[src/rtl/mem_access_ctrl_pkg.sv]
// Shared widths, transfer-size codes, FSM state codes and the sel-to-size decode
// for the MEM-stage data-memory master.
package mem_access_ctrl_pkg;

  localparam int ADDR_BUS    = 32;
  localparam int DATA_BUS    = 32;
  localparam int MEM_SEL_BUS = 4;

  localparam logic [1:0] SIZE_BYTE = 2'd0;
  localparam logic [1:0] SIZE_HALF = 2'd1;
  localparam logic [1:0] SIZE_WORD = 2'd2;

  typedef enum logic [2:0] {
    ST_IDLE  = 3'd0,
    ST_REQ   = 3'd1,
    ST_WAIT  = 3'd2,
    ST_DONE  = 3'd3,
    ST_DRAIN = 3'd4
  } mem_state_e;

  // Irregular strobe patterns fall back to a word transfer.
  function automatic logic [1:0] sel_to_size(input logic [MEM_SEL_BUS-1:0] sel);
    case (sel)
      4'b0001, 4'b0010, 4'b0100, 4'b1000: sel_to_size = SIZE_BYTE;
      4'b0011, 4'b1100:                   sel_to_size = SIZE_HALF;
      default:                            sel_to_size = SIZE_WORD;
    endcase
  endfunction

endpackage

[src/rtl/mem_access_ctrl_if.sv]
// SRAM-like data bus (req/addr_ok/data_ok) between the MEM-stage master and data memory.
interface mem_access_ctrl_if #(
  parameter int ADDR_WIDTH = 32,
  parameter int DATA_WIDTH = 32
);
  logic                    data_sram_req;
  logic                    data_sram_wr;
  logic [1:0]              data_sram_size;
  logic [ADDR_WIDTH-1:0]   data_sram_addr;
  logic [DATA_WIDTH/8-1:0] data_sram_wstrb;
  logic [DATA_WIDTH-1:0]   data_sram_wdata;
  logic                    data_sram_addr_ok;
  logic                    data_sram_data_ok;
  logic [DATA_WIDTH-1:0]   data_sram_rdata;

  modport master (
    output data_sram_req, data_sram_wr, data_sram_size, data_sram_addr,
           data_sram_wstrb, data_sram_wdata,
    input  data_sram_addr_ok, data_sram_data_ok, data_sram_rdata
  );

  modport slave (
    input  data_sram_req, data_sram_wr, data_sram_size, data_sram_addr,
           data_sram_wstrb, data_sram_wdata,
    output data_sram_addr_ok, data_sram_data_ok, data_sram_rdata
  );
endinterface

[src/rtl/mem_access_ctrl_load_align.sv]
// Selects the load lane from the strobes and sign/zero-extends bytes and halfwords.
module mem_access_ctrl_load_align
  import mem_access_ctrl_pkg::*;
(
  input  logic [MEM_SEL_BUS-1:0] sel,
  input  logic                   sign_ext,
  input  logic [DATA_BUS-1:0]    rdata,
  output logic [DATA_BUS-1:0]    load_data
);

  logic [7:0]  byte_lane;
  logic [15:0] half_lane;

  always_comb begin
    byte_lane = sel[3] ? rdata[31:24] :
                sel[2] ? rdata[23:16] :
                sel[1] ? rdata[15:8]  : rdata[7:0];
    half_lane = sel[2] ? rdata[31:16] : rdata[15:0];
    load_data = rdata;
    case (sel_to_size(sel))
      SIZE_BYTE: load_data = {{24{sign_ext & byte_lane[7]}}, byte_lane};
      SIZE_HALF: load_data = {{16{sign_ext & half_lane[15]}}, half_lane};
      default:   load_data = rdata;
    endcase
  end

endmodule

[src/rtl/mem_access_ctrl.sv]
// MEM-stage data-memory master: one outstanding SRAM-like transaction, stalls until data_ok.
// Define MEM_ADDR_CHECK_EN to reject misaligned half/word accesses with mem_addr_error_out.
//
// state | meaning
// IDLE  | no transaction; req driven combinationally when an access is present
// REQ   | request issued, waiting for addr_ok
// WAIT  | address accepted, waiting for data_ok
// DONE  | response captured; result presented until the pipe advances
// DRAIN | flushed with a transaction in flight; swallow its data_ok
module mem_access_ctrl
  import mem_access_ctrl_pkg::*;
#(
  parameter int ADDR_WIDTH = ADDR_BUS,
  parameter int DATA_WIDTH = DATA_BUS
) (
  input  logic                   clk,
  input  logic                   rst,
  input  logic                   flush,
  input  logic                   stall_current_stage,
  input  logic                   mem_read_flag_in,
  input  logic                   mem_write_flag_in,
  input  logic                   mem_sign_ext_flag_in,
  input  logic [MEM_SEL_BUS-1:0] mem_sel_in,
  input  logic [DATA_WIDTH-1:0]  mem_write_data_in,
  input  logic [ADDR_WIDTH-1:0]  address_in,
  mem_access_ctrl_if.master      bus,
  output logic [DATA_WIDTH-1:0]  load_data_out,
  output logic                   mem_stall_request,
  output logic                   mem_addr_error_out
);

  mem_state_e            state_q, state_d;
  logic [DATA_WIDTH-1:0] rdata_q, rdata_d;
  logic [DATA_WIDTH-1:0] aligned;
  logic [1:0]            size;
  logic                  pending, misaligned, access, req;

  assign size    = sel_to_size(mem_sel_in);
  assign pending = (mem_read_flag_in | mem_write_flag_in) & ~flush;

`ifdef MEM_ADDR_CHECK_EN
  assign misaligned = ((size == SIZE_HALF) && address_in[0]) ||
                      ((size == SIZE_WORD) && (address_in[1:0] != 2'b00));
`else
  assign misaligned = 1'b0;
`endif

  assign access = pending & ~misaligned;

  always_comb begin
    state_d            = state_q;
    rdata_d            = rdata_q;
    req                = 1'b0;
    mem_stall_request  = 1'b0;
    mem_addr_error_out = 1'b0;
    case (state_q)
      ST_IDLE: begin
        req                = access;
        mem_stall_request  = access;
        mem_addr_error_out = pending & misaligned;
        if (access) state_d = bus.data_sram_addr_ok ? ST_WAIT : ST_REQ;
      end
      ST_REQ: begin
        req               = 1'b1;
        mem_stall_request = 1'b1;
        if (bus.data_sram_addr_ok) state_d = flush ? ST_DRAIN : ST_WAIT;
        else if (flush)            state_d = ST_IDLE;
      end
      ST_WAIT: begin
        mem_stall_request = 1'b1;
        if (bus.data_sram_data_ok) begin
          rdata_d = bus.data_sram_rdata;
          state_d = flush ? ST_IDLE : ST_DONE;
        end else if (flush) begin
          state_d = ST_DRAIN;
        end
      end
      // Held while a later stage stalls so the same instruction is not reissued.
      ST_DONE: begin
        if (!stall_current_stage || flush) state_d = ST_IDLE;
      end
      ST_DRAIN: begin
        mem_stall_request = pending;
        if (bus.data_sram_data_ok) state_d = ST_IDLE;
      end
      default: state_d = ST_IDLE;
    endcase
    if (!rst) begin
      req                = 1'b0;
      mem_stall_request  = 1'b0;
      mem_addr_error_out = 1'b0;
    end
  end

  always_ff @(posedge clk) begin
    if (!rst) begin
      state_q <= ST_IDLE;
      rdata_q <= '0;
    end else begin
      state_q <= state_d;
      rdata_q <= rdata_d;
    end
  end

  mem_access_ctrl_load_align u_load_align (
    .sel       (mem_sel_in),
    .sign_ext  (mem_sign_ext_flag_in),
    .rdata     (rdata_q),
    .load_data (aligned)
  );

  assign bus.data_sram_req   = req;
  assign bus.data_sram_wr    = req & mem_write_flag_in;
  assign bus.data_sram_size  = req ? size : 2'b00;
  assign bus.data_sram_addr  = req ? address_in : '0;
  assign bus.data_sram_wstrb = (req & mem_write_flag_in) ? mem_sel_in : '0;
  assign bus.data_sram_wdata = (req & mem_write_flag_in) ? mem_write_data_in : '0;

  assign load_data_out = (rst && state_q == ST_DONE && mem_read_flag_in) ? aligned : '0;

endmodule

[src/flat_wrapper.sv]
// flat-port wrapper written by rule: the top's interface ports become plain ports
module mem_access_ctrl_flat import mem_access_ctrl_pkg::*;
#(
  parameter int ADDR_WIDTH = ADDR_BUS,
  parameter int DATA_WIDTH = DATA_BUS
)
  (clk, rst, flush, stall_current_stage, mem_read_flag_in, mem_write_flag_in, mem_sign_ext_flag_in, mem_sel_in, mem_write_data_in, address_in, load_data_out, mem_stall_request, mem_addr_error_out, bus_data_sram_req, bus_data_sram_wr, bus_data_sram_size, bus_data_sram_addr, bus_data_sram_wstrb, bus_data_sram_wdata, bus_data_sram_addr_ok, bus_data_sram_data_ok, bus_data_sram_rdata);
  mem_access_ctrl_if #(.ADDR_WIDTH(ADDR_WIDTH), .DATA_WIDTH(DATA_WIDTH)) bus_i ();
  input  logic clk;
  input  logic rst;
  input  logic flush;
  input  logic stall_current_stage;
  input  logic mem_read_flag_in;
  input  logic mem_write_flag_in;
  input  logic mem_sign_ext_flag_in;
  input  logic [MEM_SEL_BUS-1:0] mem_sel_in;
  input  logic [DATA_WIDTH-1:0] mem_write_data_in;
  input  logic [ADDR_WIDTH-1:0] address_in;
  output logic [DATA_WIDTH-1:0] load_data_out;
  output logic mem_stall_request;
  output logic mem_addr_error_out;
  output wire logic [$bits(bus_i.data_sram_req)-1:0] bus_data_sram_req;
  output wire logic [$bits(bus_i.data_sram_wr)-1:0] bus_data_sram_wr;
  output wire logic [$bits(bus_i.data_sram_size)-1:0] bus_data_sram_size;
  output wire logic [$bits(bus_i.data_sram_addr)-1:0] bus_data_sram_addr;
  output wire logic [$bits(bus_i.data_sram_wstrb)-1:0] bus_data_sram_wstrb;
  output wire logic [$bits(bus_i.data_sram_wdata)-1:0] bus_data_sram_wdata;
  input wire logic [$bits(bus_i.data_sram_addr_ok)-1:0] bus_data_sram_addr_ok;
  input wire logic [$bits(bus_i.data_sram_data_ok)-1:0] bus_data_sram_data_ok;
  input wire logic [$bits(bus_i.data_sram_rdata)-1:0] bus_data_sram_rdata;
  assign bus_data_sram_req = bus_i.data_sram_req;
  assign bus_data_sram_wr = bus_i.data_sram_wr;
  assign bus_data_sram_size = bus_i.data_sram_size;
  assign bus_data_sram_addr = bus_i.data_sram_addr;
  assign bus_data_sram_wstrb = bus_i.data_sram_wstrb;
  assign bus_data_sram_wdata = bus_i.data_sram_wdata;
  assign bus_i.data_sram_addr_ok = bus_data_sram_addr_ok;
  assign bus_i.data_sram_data_ok = bus_data_sram_data_ok;
  assign bus_i.data_sram_rdata = bus_data_sram_rdata;
  mem_access_ctrl #(.ADDR_WIDTH(ADDR_WIDTH), .DATA_WIDTH(DATA_WIDTH)) u_core (.clk(clk), .rst(rst), .flush(flush), .stall_current_stage(stall_current_stage), .mem_read_flag_in(mem_read_flag_in), .mem_write_flag_in(mem_write_flag_in), .mem_sign_ext_flag_in(mem_sign_ext_flag_in), .mem_sel_in(mem_sel_in), .mem_write_data_in(mem_write_data_in), .address_in(address_in), .bus(bus_i), .load_data_out(load_data_out), .mem_stall_request(mem_stall_request), .mem_addr_error_out(mem_addr_error_out));
endmodule
[config.mk]
export PLATFORM = sky130hd
export DESIGN_NAME = mem_access_ctrl_flat
export DESIGN_NICKNAME = d
export VERILOG_FILES = /design/src/rtl/mem_access_ctrl_pkg.sv /design/src/rtl/mem_access_ctrl_if.sv /design/src/rtl/mem_access_ctrl_load_align.sv /design/src/rtl/mem_access_ctrl.sv /design/src/flat_wrapper.sv
export SDC_FILE = /design/constraint.sdc
export NUM_CORES = 1
export LEC_CHECK = 0
export CORE_UTILIZATION = 36
export CTS_CLUSTER_SIZE = 25
export DETAILED_ROUTE_END_ITERATION = 16
export PLACE_DENSITY = 0.83
export SYNTH_ARGS = -nofsm -noshare
export SYNTH_HDL_FRONTEND = slang
export SYNTH_HIERARCHICAL = 1
export SYNTH_SLANG_ARGS = --single-unit
[constraint.sdc]
create_clock -name clk -period 2.6 [get_ports clk]
set_input_delay 0.52 -clock clk [delete_from_list [all_inputs] [get_ports clk]]
set_output_delay 0.52 -clock clk [all_outputs]
set_load 0.03 [all_outputs]
[Yosys cells after proc, flatten, opt, wreduce, memory -nomap -nowiden]
Index checks and enable logic that the tools add are counted.
Word-level totals
  logic and storage cells: 62
  flip-flop bits (word level): 35
  bits of input ports: 109
  output and inout port bits: 106
Cells by class
  mux-type cells: 26
  equality and inequality tests: 16
  bitwise logic cells: 6
  reductions and logical operators: 12
Operators with widths (number)
  $mux 32: 3
  $pmux 32 s2: 1
  $mux 3: 8
  $mux 8: 3
  $mux 16: 1
  $pmux 3 s5: 1
  $eq 4x2->1 const B: 2
  $eq 4x4->1 const B: 2
  $eq 3x2->1 const B: 2
  $mux 2: 3
  $ne 3x3->1 const B: 2
  $reduce_or 2->1: 3
  $reduce_and 5->1: 1
  $and 1x1->1: 4
  $eq 4x1->1 const B: 1
  $eq 4x3->1 const B: 1
  $mux 4: 1
  $ne 2x1->1 const B: 2
  $pmux 1 s2: 2
  $pmux 2 s2: 1
  $reduce_or 4->1: 1
  $eq 3x1->1 const B: 1
  $eq 3x3->1 const B: 1
  $logic_not 3->1: 1
  10 further kinds: 12

[Depth between registers and ports, before layout]
  word-level depth: 6
  mapped depth: 8
  gate-level depth less buffers: 5

[Hierarchy]
Netlist, hierarchy kept.
By module, submodules not included
  mem_access_ctrl: times used 1, cells each 301, area each 2147.1 um^2, seq. area each 700.7 um^2
  mem_access_ctrl_load_align: times used 1, cells each 138, area each 902.1 um^2, seq. area each 0.0 um^2

[Least setup slack after synthesis]
No wires, ideal clock.
  path kind: input to output
  from: input mem_sel_in[3]
  to: output load_data_out[17]
  cell stages on the path: 8
  data required time: 2.080 ns
  path buffers: 3
  setup slack: -0.078 ns
  data arrival time: 2.158 ns
  path through: buf_6 > or2_1 > buf_6 > o221a_1 > o2111a_2 > buf_6 > nor3_2 > and2_1
Between the ends
  longest elaborated chain between the ends: 6
  elaborated cells on any way between the ends: 15
  classes of those cells: eq/ne (7); mux (4); bitwise (1); reduce/logical (3)
Ends and longest elaborated chain
  start: declaration: line flat_wrapper.sv:16  | input logic [MEM_SEL_BUS-1:0] mem_sel_in;
  $eq 4x1->1, or another cell as far along: line mem_access_ctrl_pkg.sv:23  | case (sel)
  $reduce_or 4->1 / $reduce_or 2->1 (equally long branches): line mem_access_ctrl_pkg.sv:23
  $pmux 2 s2: line mem_access_ctrl_pkg.sv:23
  $eq 2x1->1 / $logic_not 2->1 (equally long branches): line mem_access_ctrl_load_align.sv:20  | case (sel_to_size(sel))
  $pmux 32 s2 *: line mem_access_ctrl_load_align.sv:20
  via u_core.aligned[17]: line mem_access_ctrl.sv:34  | logic [DATA_WIDTH-1:0] aligned;
  $mux 32 *: line mem_access_ctrl.sv:119  | assign load_data_out = (rst && state_q == ST_DONE && mem_read_flag_in) ? aligned : '0;
  end: declaration: line flat_wrapper.sv:19  | output logic [DATA_WIDTH-1:0] load_data_out;
Mark *: on every way through the listed nets, which the timed path passes. The rest lies on a longest branch.

[Worst setup path after layout]
  from: input mem_sel_in[3]
  to: output load_data_out[18]
The elaborated chain is that of the path after synthesis.

==> Implementation_results.wiki <==
{| class="wikitable"
! Metric !! Value
|-
| WL final || roughly 14000 um
|-
| Worst setup path class || in2out
|-
| Antenna violations before repair || 0
|-
| Diodes inserted || 0
|-
| Commonest non-fill, non-tap cells in the layout || buf_4 (106), clkdlybuf4s50_1 (99), nand2_1 (86)
|-
| Share of synthesized area occupied by flip-flops and latches || between 20% and 30%
|-
| Detailed Place HPWL || approximately 10000 um
|-
| Leading register cell type out of synthesis || dfxtp_1
|-
| Via count of the first global-routing pass || 3894
|-
| # placed instances || between 700 and 800
|-
| Status || finished with violations
|-
| Final setup margin || -52.3 ps
|-
| Clock tree buffer depth || 2
|-
| Cells traversed along the worst timing path || buf_2 -> buf_6 -> nor2_2 -> buf_4 -> nand4_1 -> o2111a_2 -> nor3_2 -> and2_1 -> buf_6
|-
| Global Route Usage Sum || between 20 and 30%
|-
| Max_cap viols || 0
|-
| Leading cell type in the layout, fill and taps excluded || buf_4
|-
| Floorplan Core Area || approximately 8000 um^2
|-
| # H-tree levels || 2
|-
| Sort of element at the end of the critical path || output pin
|-
| Height of the die || 94.0 um
|-
| Post-Synthesis Net Count || about 550
|-
| Share of flip-flops with an asynchronous set or reset || 0%
|-
| Register-to-register setup slack || 1000 ps
|-
| Unrepaired setup endpoints after global routing || yes
|-
| Number of library cell types mapped by synthesis || 52
|-
| Worst Path Buf+Inv || 4
|-
| Category of the worst setup path launch point || primary input
|-
| Achievable frequency || 377 MHz
|-
| Number of DRC violations after detailed-routing iteration 0 || approximately 380
|-
| Post-synthesis average cell area || approximately 6.9 um^2
|-
| Clock period minus worst slack || 2650 ps
|-
| DRC viols || 0
|-
| Setup-failing EPs final || 13
|-
| Std cell rows || 33
|-
| Root Driver || clkbuf_8
|-
| IO Port Bufs || about 210
|-
| Count of warnings emitted by yosys || 6
|-
| Register clock-pin slew on the reported worst setup and hold paths || around 70 ps
|-
| Clk sink count || 35
|-
| Maximum number of pins on one net before global-route repair || 38
|-
| WL/cell || roughly 18 um
|-
| Number of flip-flops and latches in the synthesized netlist || 35
|-
| GP Congestion || 0.953
|-
| First drt pass iteration count || 5
|-
| Area added between synthesis and finish || 98.8%
|-
| Ports placed on the boundary || about 220
|-
| Number of vias per cell after detailed routing || between 5 and 6
|-
| Die W || around 94 um
|-
| Most numerous cell on the critical path || buf_6
|-
| Area of the mapped netlist || between 3000 and 4000 um^2
|-
| Total power divided by cell area || between 300 and 400 nW/um^2
|-
| DIE AREA || 8840 um^2
|-
| Fraction of layout instances using a drive strength above 1 || around 37%
|-
| Maximum fanout encountered on the critical timing path || 8
|-
| Cell count after synthesis || approximately 440
|-
| Required time worst endpoint || ~2100 ps
|-
| Arrival time of the worst setup path || approximately 2100 ps
|-
| Number of buffers created by CTS || 5
|-
| Effective utilization at floorplan || 37.1%
|-
| Global-route wire length before repair || 20100 um
|-
| Path category of the worst min-delay check || reg2reg
|-
| Total number of nets in the final design || 793
|-
| Clk_lat worst skew || 290 ps
|-
| Residual overflow from global routing || 0
|-
| Clock tree from TritonCTS || yes
|-
| Final Hold Fails || 0
|-
| IR drop worst, VDD || ~230 uV
|-
| Period Utilization, post-route || 102%
|-
| Family with the most delay on the worst path || simple AND/OR/NAND/NOR gates
|-
| Non-filler cells, final || just under 800
|-
| Final clock skew || roughly 5.7 ps
|-
| Count of flip-flops with a built-in enable after synthesis || 0
|-
| Hold-fix buffers at CTS || 0
|-
| Failing checks || negative setup slack
|-
| Count of antenna-violating nets left after detailed routing || 0
|-
| Pleak || around 2.6 nW
|-
| Critical path's slowest cell || o2111a_2
|-
| Largest stage delay on the critical path || ~280 ps
|-
| Max-slew violations || 0
|-
| Fin Hold WS || about 480 ps
|-
| Number of vias in the routed layout || approximately 4200
|}
## sequential cells by signal, indices dropped and copies added (netlist names)
register	cells
u_core/state_q	3
u_core/rdata_q	32
## cell families (layout without fill, tap and decap cells)
family                    after synthesis  after routing  share of synthesized area, %
and+or+nand+nor                       252            252                          44.2
xor gates and xnor gates                6              6                          1.97
DFF                                    35             35                          23.0
muxes                                  17             17                          5.58
other                                   1              1                         0.123
buffers and inverters                  45            289                          7.02
AOI/OAI and AO/OA                      83             84                          18.1
## per-stage QoR
step / utilization, % / setup TNS, ps / total power, mW / setup slack, ps / instance area (um^2)
floorplan: - / -12.4 / 1.20 / -12.4 / 3080
global placement: 65.1 / -24680 / 1.66 / -620 / 5350
detailed placement: 65.1 / -26680 / 1.68 / -709 / 5350
CTS: 70.8 / -46.3 / 2.27 / -25.3 / 5820
global route: 73.8 / -1160 / 2.44 / -90.6 / 6060
finish: 73.8 / -271 / 2.34 / -52.3 / 6060
## worst register-to-register path: stages, from the launching register on
cell and delay (ps):
dfxtp_1 330, buf_4 170, or2_2 320, a211o_1 310
o211ai_1 170, o311a_1 230
## layer usage
| metal | vias up | GRT usage, % | part of all wire [%] |
|---|---|---|---|
| li1 | 1987 | - | - |
| met1 | 1942 | 39.0 | 40 |
| met2 | 245 | 46.8 | 47 |
| met3 | 38 | 7.28 | 11 |
| met4 | 0 | 7.82 | 2.5 |
| met5 | - | 0 | 0 |
## repair_timing
action	in CTS	in global routing
buffers inserted	7	5
gates cloned	3	2
endpoints found under the setup margin	100	47
gates resized for setup	92	52
pin swaps	24	16
## report_power, final
group / switching [mW] / internal, mW / total, mW
clock network: 0.198 / 0.280 / 0.478
logic: 0.632 / 0.622 / 1.25
registers: 0.0415 / 0.569 / 0.611
## cell type report
type                            count  area [um^2]
Fill cell                         601         2150
Multi-Input combinational cell    360         2420
Tap cell                          105          131
Timing Repair Buffer              277         2680
Clock inverter                      2         37.5
Clock buffer                        5         68.8
Inverter                            5         18.8
Sequential cell                    35          702
## cells in the mapped netlist, drive strengths merged (2+ instances only)
| cell | count | area, um^2 |
|---|---|---|
| nor3 | 17 | 135 |
| or2 | 3 | 18.8 |
| mux2i | 17 | 170 |
| and3 | 36 | 225 |
| a21oi | 35 | 175 |
| a22oi | 11 | 82.6 |
| clkbuf | 24 | 95.1 |
| nand3 | 5 | 25.0 |
| nand2 | 86 | 323 |
| inv | 5 | 18.8 |
| xnor2 | 5 | 51.3 |
| and2 | 66 | 413 |
| buf | 16 | 100 |
| nand2b | 4 | 25.0 |
| nor2 | 25 | 96.4 |
| dfxtp | 35 | 701 |
| a2bb2oi | 3 | 26.3 |
| nor4b | 3 | 26.3 |
| o21ai | 16 | 80.1 |
| nand4 | 2 | 12.5 |
| a31oi | 2 | 12.5 |
| o311a | 2 | 20.0 |
| a211oi | 2 | 20.0 |
## path summary, 6_finish.rpt
path / start / cells after the start / to
setup / recovery: mem_sel_in[3] / 9 / load_data_out[18]
hold / removal: u_core/rdata_q[6] / 2 / u_core/rdata_q[6]
setup reg to reg: u_core/state_q[0] / 5 / u_core/state_q[0]
hold reg to reg: u_core/rdata_q[6] / 2 / u_core/rdata_q[6]
(Power assumes the default switching activity.)
